File: src/rtl/mdio_slave_ctrl.sv
// Clause-22 MDIO management slave: oversampled MDC/MDIO front end, frame decoder,
// and a single-cycle strobe bridge to the register bank.
module mdio_slave_ctrl #(
  parameter logic [4:0] PHY_ADDR = 5'd1,
  parameter int         PRE_LEN  = 32,
  parameter int         SYNC_STG = 2
) (
  input  logic        clk,
  input  logic        rst,
  input  logic        mdc,
  input  logic        mdio_in,
  output logic        mdio_out,
  output logic        mdio_oen,
  output logic [4:0]  reg_addr,
  output logic [15:0] reg_wdata,
  output logic        reg_wr,
  output logic        reg_rd,
  input  logic [15:0] reg_rdata,
  output logic        busy,
  output logic        frame_err
);

  localparam int            PW      = $clog2(PRE_LEN + 1);
  localparam logic [PW-1:0] PRE_MAX = PW'(PRE_LEN);

  localparam logic [2:0] HUNT  = 3'd0;
  localparam logic [2:0] ST    = 3'd1;
  localparam logic [2:0] OP    = 3'd2;
  localparam logic [2:0] PHYAD = 3'd3;
  localparam logic [2:0] REGAD = 3'd4;
  localparam logic [2:0] TA    = 3'd5;
  localparam logic [2:0] DATA  = 3'd6;
  localparam logic [2:0] FIN   = 3'd7;

  logic [SYNC_STG-1:0] mdc_sync_r;
  logic [SYNC_STG-1:0] mdio_sync_r;
  logic                mdc_prev_r;
  logic                mdc_s;
  logic                mdio_s;
  logic                rise_s;
  logic                fall_s;

  logic [2:0]    state_r;
  logic [PW-1:0] pre_cnt_r;
  logic [3:0]    bit_cnt_r;
  logic          op_hi_r;
  logic          is_rd_r;
  logic          match_r;
  logic [3:0]    phy_r;
  logic          ta0_r;
  logic          ta_err_r;
  logic          cap_r;
  logic [15:0]   shreg_r;
  logic          rd_match_s;
  logic          wr_match_s;

  assign mdc_s      = mdc_sync_r[SYNC_STG-1];
  assign mdio_s     = mdio_sync_r[SYNC_STG-1];
  assign rise_s     = mdc_s & ~mdc_prev_r;
  assign fall_s     = ~mdc_s & mdc_prev_r;
  assign rd_match_s = is_rd_r & match_r;
  assign wr_match_s = ~is_rd_r & match_r;

  // Pad synchronizers; left out of reset so they keep tracking MDC and no false edge appears on release
  always_ff @(posedge clk) begin
    mdc_sync_r  <= {mdc_sync_r[SYNC_STG-2:0], mdc};
    mdio_sync_r <= {mdio_sync_r[SYNC_STG-2:0], mdio_in};
    mdc_prev_r  <= mdc_s;
  end

  // Frame decoder, bank strobes and pad drive
  always_ff @(posedge clk) begin
    if (rst) begin
      state_r   <= HUNT;
      pre_cnt_r <= '0;
      bit_cnt_r <= 4'd0;
      op_hi_r   <= 1'b0;
      is_rd_r   <= 1'b0;
      match_r   <= 1'b0;
      phy_r     <= 4'd0;
      ta0_r     <= 1'b0;
      ta_err_r  <= 1'b0;
      cap_r     <= 1'b0;
      shreg_r   <= 16'd0;
      mdio_out  <= 1'b0;
      mdio_oen  <= 1'b1;
      reg_addr  <= 5'd0;
      reg_wdata <= 16'd0;
      reg_wr    <= 1'b0;
      reg_rd    <= 1'b0;
      busy      <= 1'b0;
      frame_err <= 1'b0;
    end else begin
      reg_rd    <= 1'b0;
      reg_wr    <= 1'b0;
      frame_err <= 1'b0;
      // Bank answers one clk after reg_rd, so capture on the delayed strobe
      cap_r     <= reg_rd;
      if (cap_r) begin
        shreg_r <= reg_rdata;
      end

      if (rise_s) begin
        case (state_r)
          HUNT: begin
            if (mdio_s) begin
              if (pre_cnt_r != PRE_MAX) begin
                pre_cnt_r <= pre_cnt_r + PW'(1);
              end
            end else if (pre_cnt_r == PRE_MAX) begin
              state_r <= ST;
              busy    <= 1'b1;
            end else begin
              pre_cnt_r <= '0;
            end
          end
          ST: begin
            if (mdio_s) begin
              state_r   <= OP;
              bit_cnt_r <= 4'd0;
            end else begin
              frame_err <= 1'b1;
              busy      <= 1'b0;
              pre_cnt_r <= '0;
              state_r   <= HUNT;
            end
          end
          OP: begin
            if (bit_cnt_r == 4'd0) begin
              op_hi_r   <= mdio_s;
              bit_cnt_r <= 4'd1;
            end else if (op_hi_r != mdio_s) begin
              is_rd_r   <= op_hi_r;
              state_r   <= PHYAD;
              bit_cnt_r <= 4'd0;
            end else begin
              frame_err <= 1'b1;
              busy      <= 1'b0;
              pre_cnt_r <= '0;
              state_r   <= HUNT;
            end
          end
          PHYAD: begin
            phy_r <= {phy_r[2:0], mdio_s};
            if (bit_cnt_r == 4'd4) begin
              match_r   <= ({phy_r, mdio_s} == PHY_ADDR);
              state_r   <= REGAD;
              bit_cnt_r <= 4'd0;
            end else begin
              bit_cnt_r <= bit_cnt_r + 4'd1;
            end
          end
          REGAD: begin
            reg_addr <= {reg_addr[3:0], mdio_s};
            if (bit_cnt_r == 4'd4) begin
              reg_rd    <= rd_match_s;
              ta_err_r  <= 1'b0;
              state_r   <= TA;
              bit_cnt_r <= 4'd0;
            end else begin
              bit_cnt_r <= bit_cnt_r + 4'd1;
            end
          end
          TA: begin
            if (bit_cnt_r == 4'd0) begin
              ta0_r     <= mdio_s;
              bit_cnt_r <= 4'd1;
            end else begin
              if (wr_match_s && !(ta0_r && !mdio_s)) begin
                frame_err <= 1'b1;
                ta_err_r  <= 1'b1;
              end
              state_r   <= DATA;
              bit_cnt_r <= 4'd0;
            end
          end
          DATA: begin
            if (wr_match_s) begin
              reg_wdata <= {reg_wdata[14:0], mdio_s};
            end
            if (bit_cnt_r == 4'd15) begin
              reg_wr  <= wr_match_s & ~ta_err_r;
              state_r <= FIN;
            end else begin
              bit_cnt_r <= bit_cnt_r + 4'd1;
            end
          end
          default: begin
          end
        endcase
      end

      // Read data leaves on MDC falls: TA2 zero, then the shift register MSB first
      if (fall_s && rd_match_s) begin
        if (state_r == TA && bit_cnt_r == 4'd1) begin
          mdio_oen <= 1'b0;
          mdio_out <= 1'b0;
        end else if (state_r == DATA) begin
          mdio_out <= shreg_r[15];
          shreg_r  <= {shreg_r[14:0], 1'b0};
        end
      end

      if (state_r == FIN) begin
        if (!rd_match_s || fall_s) begin
          mdio_oen  <= 1'b1;
          mdio_out  <= 1'b0;
          busy      <= 1'b0;
          pre_cnt_r <= '0;
          state_r   <= HUNT;
        end
      end
    end
  end

endmodule

File: config.mk
export PLATFORM = sky130hd
export DESIGN_NAME = mdio_slave_ctrl
export DESIGN_NICKNAME = d
export VERILOG_FILES = /design/src/rtl/mdio_slave_ctrl.sv
export SDC_FILE = /design/constraint.sdc
export NUM_CORES = 1
export LEC_CHECK = 0
export ABC_CLOCK_PERIOD_IN_PS = 1850
export CORE_AREA = 4 4 102 104
export CTS_CLUSTER_DIAMETER = 40
export DETAILED_ROUTE_END_ITERATION = 8
export DIE_AREA = 0 0 106 108
export GPL_ROUTABILITY_DRIVEN = 0
export GPL_TIMING_DRIVEN = 0
export PLACE_DENSITY = 0.64
export REMOVE_ABC_BUFFERS = 1
export SETUP_SLACK_MARGIN = 0.05
export SLEW_MARGIN = 10
export SYNTH_ARGS = -nofsm -noshare
export SYNTH_HDL_FRONTEND = slang
export SYNTH_SLANG_ARGS = --single-unit
File: constraint.sdc
create_clock -name clk -period 1.85 [get_ports clk]
set_input_delay 0.4625 -clock clk [delete_from_list [all_inputs] [get_ports clk]]
set_output_delay 0.4625 -clock clk [all_outputs]
set_load 0.05 [all_outputs]
# Word level (Yosys, flattened, before mapping)
# Cells that the tools add are included.
dict set report op_classes {
  add_sub_neg 2
  div_mod_pow 0
  n_bitwise 15
  n_eq_ne 20
  shift 0
  multipliers 0
  reduce_logical 25
  n_lt_le_gt_ge 0
  muxes 62
}
# op n
set op_table {}
lappend op_table {{$mux W16} 4}
lappend op_table {{$mux W6} 9}
lappend op_table {{$mux W3} 10}
lappend op_table {{$mux W1} 26}
lappend op_table {{$pmux W3 S7} 1}
lappend op_table {{$mux W4} 5}
lappend op_table {{$pmux W4 S5} 1}
lappend op_table {{$pmux W6 S3} 1}
lappend op_table {{$eq A3 B3 Y1 const B} 4}
lappend op_table {{$reduce_and A3 Y1} 4}
lappend op_table {{$ne A2 B2 Y1 const B} 5}
lappend op_table {{$not A1 Y1} 10}
lappend op_table {{$reduce_and A5 Y1} 2}
lappend op_table {{$reduce_or A4 Y1} 2}
lappend op_table {{$add A6 B1 Y6 const B} 1}
lappend op_table {{$eq A3 B2 Y1 const B} 2}
lappend op_table {{$eq A6 B6 Y1 const B} 1}
lappend op_table {{$ne A6 B6 Y1 const B} 1}
lappend op_table {{$pmux W1 S3} 2}
lappend op_table {{$and A1 B1 Y1} 5}
lappend op_table {{$eq A5 B1 Y1 const B} 1}
lappend op_table {{$reduce_bool A5 Y1} 1}
lappend op_table {{$add A4 B1 Y4 const B} 1}
lappend op_table {{$eq A4 B1 Y1 const B} 1}
lappend op_table {{16 further kinds} 24}
dict set report totals {
  regBits 71
  mem_bits_ro 0
  mem_bits_rw 0
  memories 0
  latch_bits 0
}

# Logic depth before layout (Yosys ltp)
dict set report depth {
  word_depth 7
  depth_mapped 8
  depth_no_buf 7
}

# Worst setup path before layout
# No wires, ideal clock.
dict set report synth_path {
  kind {reg2reg}
  startpoint {register bit_cnt_r[0]}
  endpoint {register bit_cnt_r[3]}
  arrival_time_ps 1677
  required_time_ps 1722
  synth_period_minus_slack_ps 1805
  n_path_buf 0
  stages_incl_launch_ff 8
  setup_slack_ps 45
  setup_time_ps 128
  path_cell_list {dfxtp_1 -> inv_1 -> ha_1 -> nor3b_4 -> o21ai_1 -> a311oi_2 -> a21boi_0 -> o32ai_1}
}
dict set report synth_via {
  elab_chain_len 3
}
# element line_no
set synth_rtl {}
lappend synth_rtl {{start, declared} 45} ;# logic [3:0] bit_cnt_r;
lappend synth_rtl {{start signal, assigned} 150} ;# bit_cnt_r <= bit_cnt_r + 4'd1;
lappend synth_rtl {{start signal, assigned} 161} ;# bit_cnt_r <= bit_cnt_r + 4'd1;
lappend synth_rtl {{start signal, assigned} 185} ;# bit_cnt_r <= bit_cnt_r + 4'd1;
lappend synth_rtl {{$add A4 B1 Y4 (tied with other cells)} {150, 161, 185}}
lappend synth_rtl {{$mux W4 (tied with other cells)} 181} ;# if (bit_cnt_r == 4'd15) begin
lappend synth_rtl {{$pmux W4 S5 or $reduce_and A5 Y1 (tied branches)} --}
# Several ways; a longest one is shown, not always the timed one. The select of a mux whose other input is x is not followed.
# A chain may end at the register's enable or synchronous reset.

# Worst setup path after layout
dict set report layout_path {
  startpoint {register bit_cnt_r[0]}
  endpoint {register bit_cnt_r[2]}
}
# Same word-level chain as after synthesis.

==> out/qor.yml <==
sta:
  drv_slew: 0
  slew_headroom_pct: 40.0
  fmax_mhz: 544
  setup_viol: 0
  fin_crit_sh_pct: 99.3
  grt_setup_unrepaired: "true"
  period_minus_slack_ns: 1.84
  setup-tns-final_ns: 0
  finClkSkew_ns: 0.0116
  tightest_slew_ns: 0.899
  hold_violations: 0
power_and_ir_drop:
  p_per_area_nw_per_um2: 723
  vdd_ir_drop_max_mv: 0.584
  leakage_uw: 0.00176
floorplan:
  boundaryPins: 47
  dieWidth_um: 106
  core_um2: 9550
  fp.dieH_um: 108
  die_area_um2: 11400
  rows: 36
  start_util_pct: 34.1
critical_path:
  ff2ff_path_depth: 8
  crit_fanout: 7
  r2r_slack_ns: 0.01
  rr_startpoint: "bit_cnt_r[0]"
  crit_arrival_ns: 2.07
  timing.rr.end: "bit_cnt_r[2]"
  criticalPathCategory: "reg2reg"
  end_kind: "flop"
  crit_required_ns: 2.08
  startpoint_type: "flop"
  cp-startpoint: "bit_cnt_r[0]"
  crit_path_end: "bit_cnt_r[2]"
layout:
  syn2layout_area_growth_pct: 28.5
  final_area_um2: 4180
  fin_nets: 435
  diodes: 0
  drive_gt1_share_pct: 14.5
cts:
  clk_pin_slew_ns: 0.07
  root_buffer: "clkbuf_8"
  clock_latency_ns: 0.34
  cts_sinks: 71
  ctsHtreeMaxLevel: 3
  cts-hold-fix-buffers: 0
  cts_tree: "built"
  cts_buffer_depth: 2
  cts-buffers-inserted: 9
synth:
  synth.avg_cell_area_um2: 8.94
  synthCells: 364
  synthTopCellsByCount: "dfxtp_1 (71), nor2_1 (56), mux2i_1 (41)"
  synth_top_area_share_pct: 43.7
  synth.distinct_cells: 48
  synth_seq_area_share_pct: 43.7
  syn_area_um2: 3250
  synth-edff-count: 0
  synth_flop_cell: "dfxtp_1"
  yosysTopAreaCell: "dfxtp_1"
  synth_most_common_cell: "dfxtp_1"
  synthTopCellsByArea: "dfxtp_1 (44%), mux2i_1 (13%), nor2_1 (6.5%)"
  postSynth.asyncResetShare_pct: 0
  ys_seq_elements: 71
  synth_warnings: 0
routing:
  routed_wirelength_um: 7010
  dr_total_vias: 2710
  drc: 0
  dr.first_iter.drc_count: 141
  drtAntennaViolNets: 0
  wire_per_inst_um: 12.8
  firstDrtPassIters: 7
  viasPerCell: 4.95
grt:
  grt_usage_pct: 12.5
  grt_overflow: 0
  grt_pass1_wl_um: 11800
  grt_pass1_vias: 2542
  antenna_found_initial: 0
  grt_max_degree: 33
run:
  cap_viol_max_count: 0
placed_design:
  postPlaceCellArea_um2: 3810
  hpwl_um: 4600
  port_buffers: 46
worst_hold_path:
  hold_class: "reg2reg"
status:
  status: "completed"
[where the power goes]
group | leakage, µW | switching (µW) | total, µW | internal [µW]
clock network | 0.000116 | 580 | 1370 | 791
registers | 0.000577 | 8.12 | 1540 | 1530
logic | 0.00107 | 55.6 | 113 | 57.7
[how the worst min path moves through the flow]
stage | from | endpoint | depth (start not counted)
2_1_floorplan | mdc_sync_r[0] | mdc_sync_r[1] | 0
3_3_place_gp | mdio_sync_r[0] | mdio_sync_r[1] | 0
3_5_place_dp | mdio_sync_r[0] | mdio_sync_r[1] | 0
4_1_cts | mdc_sync_r[0] | mdc_sync_r[1] | 0
5_1_grt | mdc_sync_r[0] | mdc_sync_r[1] | 0
6_report | mdc_sync_r[0] | mdc_sync_r[1] | 0
[layout make-up]
| type | instances | area, µm² |
|---|---|---|
| Sequential cell | 71 | 1440 |
| Timing Repair Buffer | 59 | 556 |
| Multi-Input combinational cell | 257 | 1750 |
| Fill cell | 961 | 5370 |
| Inverter | 12 | 47.5 |
| Clock buffer | 10 | 138 |
| Tap cell | 133 | 166 |
| Clock inverter | 6 | 83.8 |
[cell families (layout without fill, tap and decap cells)]
group                    Yosys count  in the layout  share of synthesized area, %
AO/OA/AOI/OAI                     68             68                          14.3
XOR/XNOR                           1              1                         0.269
adder cells (fa/ha/maj)            5              5                          1.92
buffers and inverters             36             87                          4.65
flip-flops                        71             71                          43.7
multiplexers                      42             42                          13.0
AND/OR/NAND/NOR                  141            141                          22.2
[sequential cells by signal, summed over array words and instances, names as in the netlist, 2 cells and up]
register and flops:
reg_addr 5, mdc_sync_r 2, reg_wdata 16, state_r 3
pre_cnt_r 6, shreg_r 16, bit_cnt_r 4, mdio_sync_r 2
phy_r 4
[layout by cell type (no fill, tap or decap), drive strengths merged, types with 10 or more instances in the layout]
cell	Yosys	final
a211oi	17	17
a21oi	20	20
buf	9	14
clkbuf	15	10
clkdlybuf4s50	0	18
dfxtp	71	71
dlygate4sd2	0	27
inv	12	12
mux2i	41	41
nand2	18	18
nand3	15	15
nor2	57	57
o21ai	11	11
[per-layer routing]
| metal | up-vias | part of all wire [%] | GRT usage, % |
|---|---|---|---|
| li1 | 1374 | - | - |
| met1 | 1257 | 48 | 16.7 |
| met2 | 68 | 44 | 19.1 |
| met3 | 11 | 6.0 | 4.72 |
| met4 | 0 | 1.4 | 3.61 |
| met5 | - | 0 | 0 |
[per-stage QoR]
stage	worst slack (ns)	hold slack, ns	utilization (%)	power [µW]	cells
final	0.0133	0.325	43.8	3020	548
after global routing	-0.0753	0.323	43.8	3150	548
after detailed placement	-0.737	0.313	39.9	1690	521
after CTS	0.00168	0.325	43.2	3080	546
after floorplan	-0.211	0.310	-	1610	340
after global placement	-1.67	0.312	39.5	1680	519
[what timing repair did]
item	CTS	global route
pin swaps	4	2
hold endpoints to repair	0	0
setup endpoints to repair	71	29
setup buffers	9	2
gates resized for setup	47	9
[worst max-delay path: stages (launching register included)]
cell,delay (ns)
dfxtp_4,0.35
inv_4,0.06
ha_4,0.14
nor3b_4,0.26
buf_6,0.14
o21ai_4,0.06
a311oi_4,0.42
nor2b_2,0.23
o32ai_1,0.08
Power figures use the tool's default switching activity.
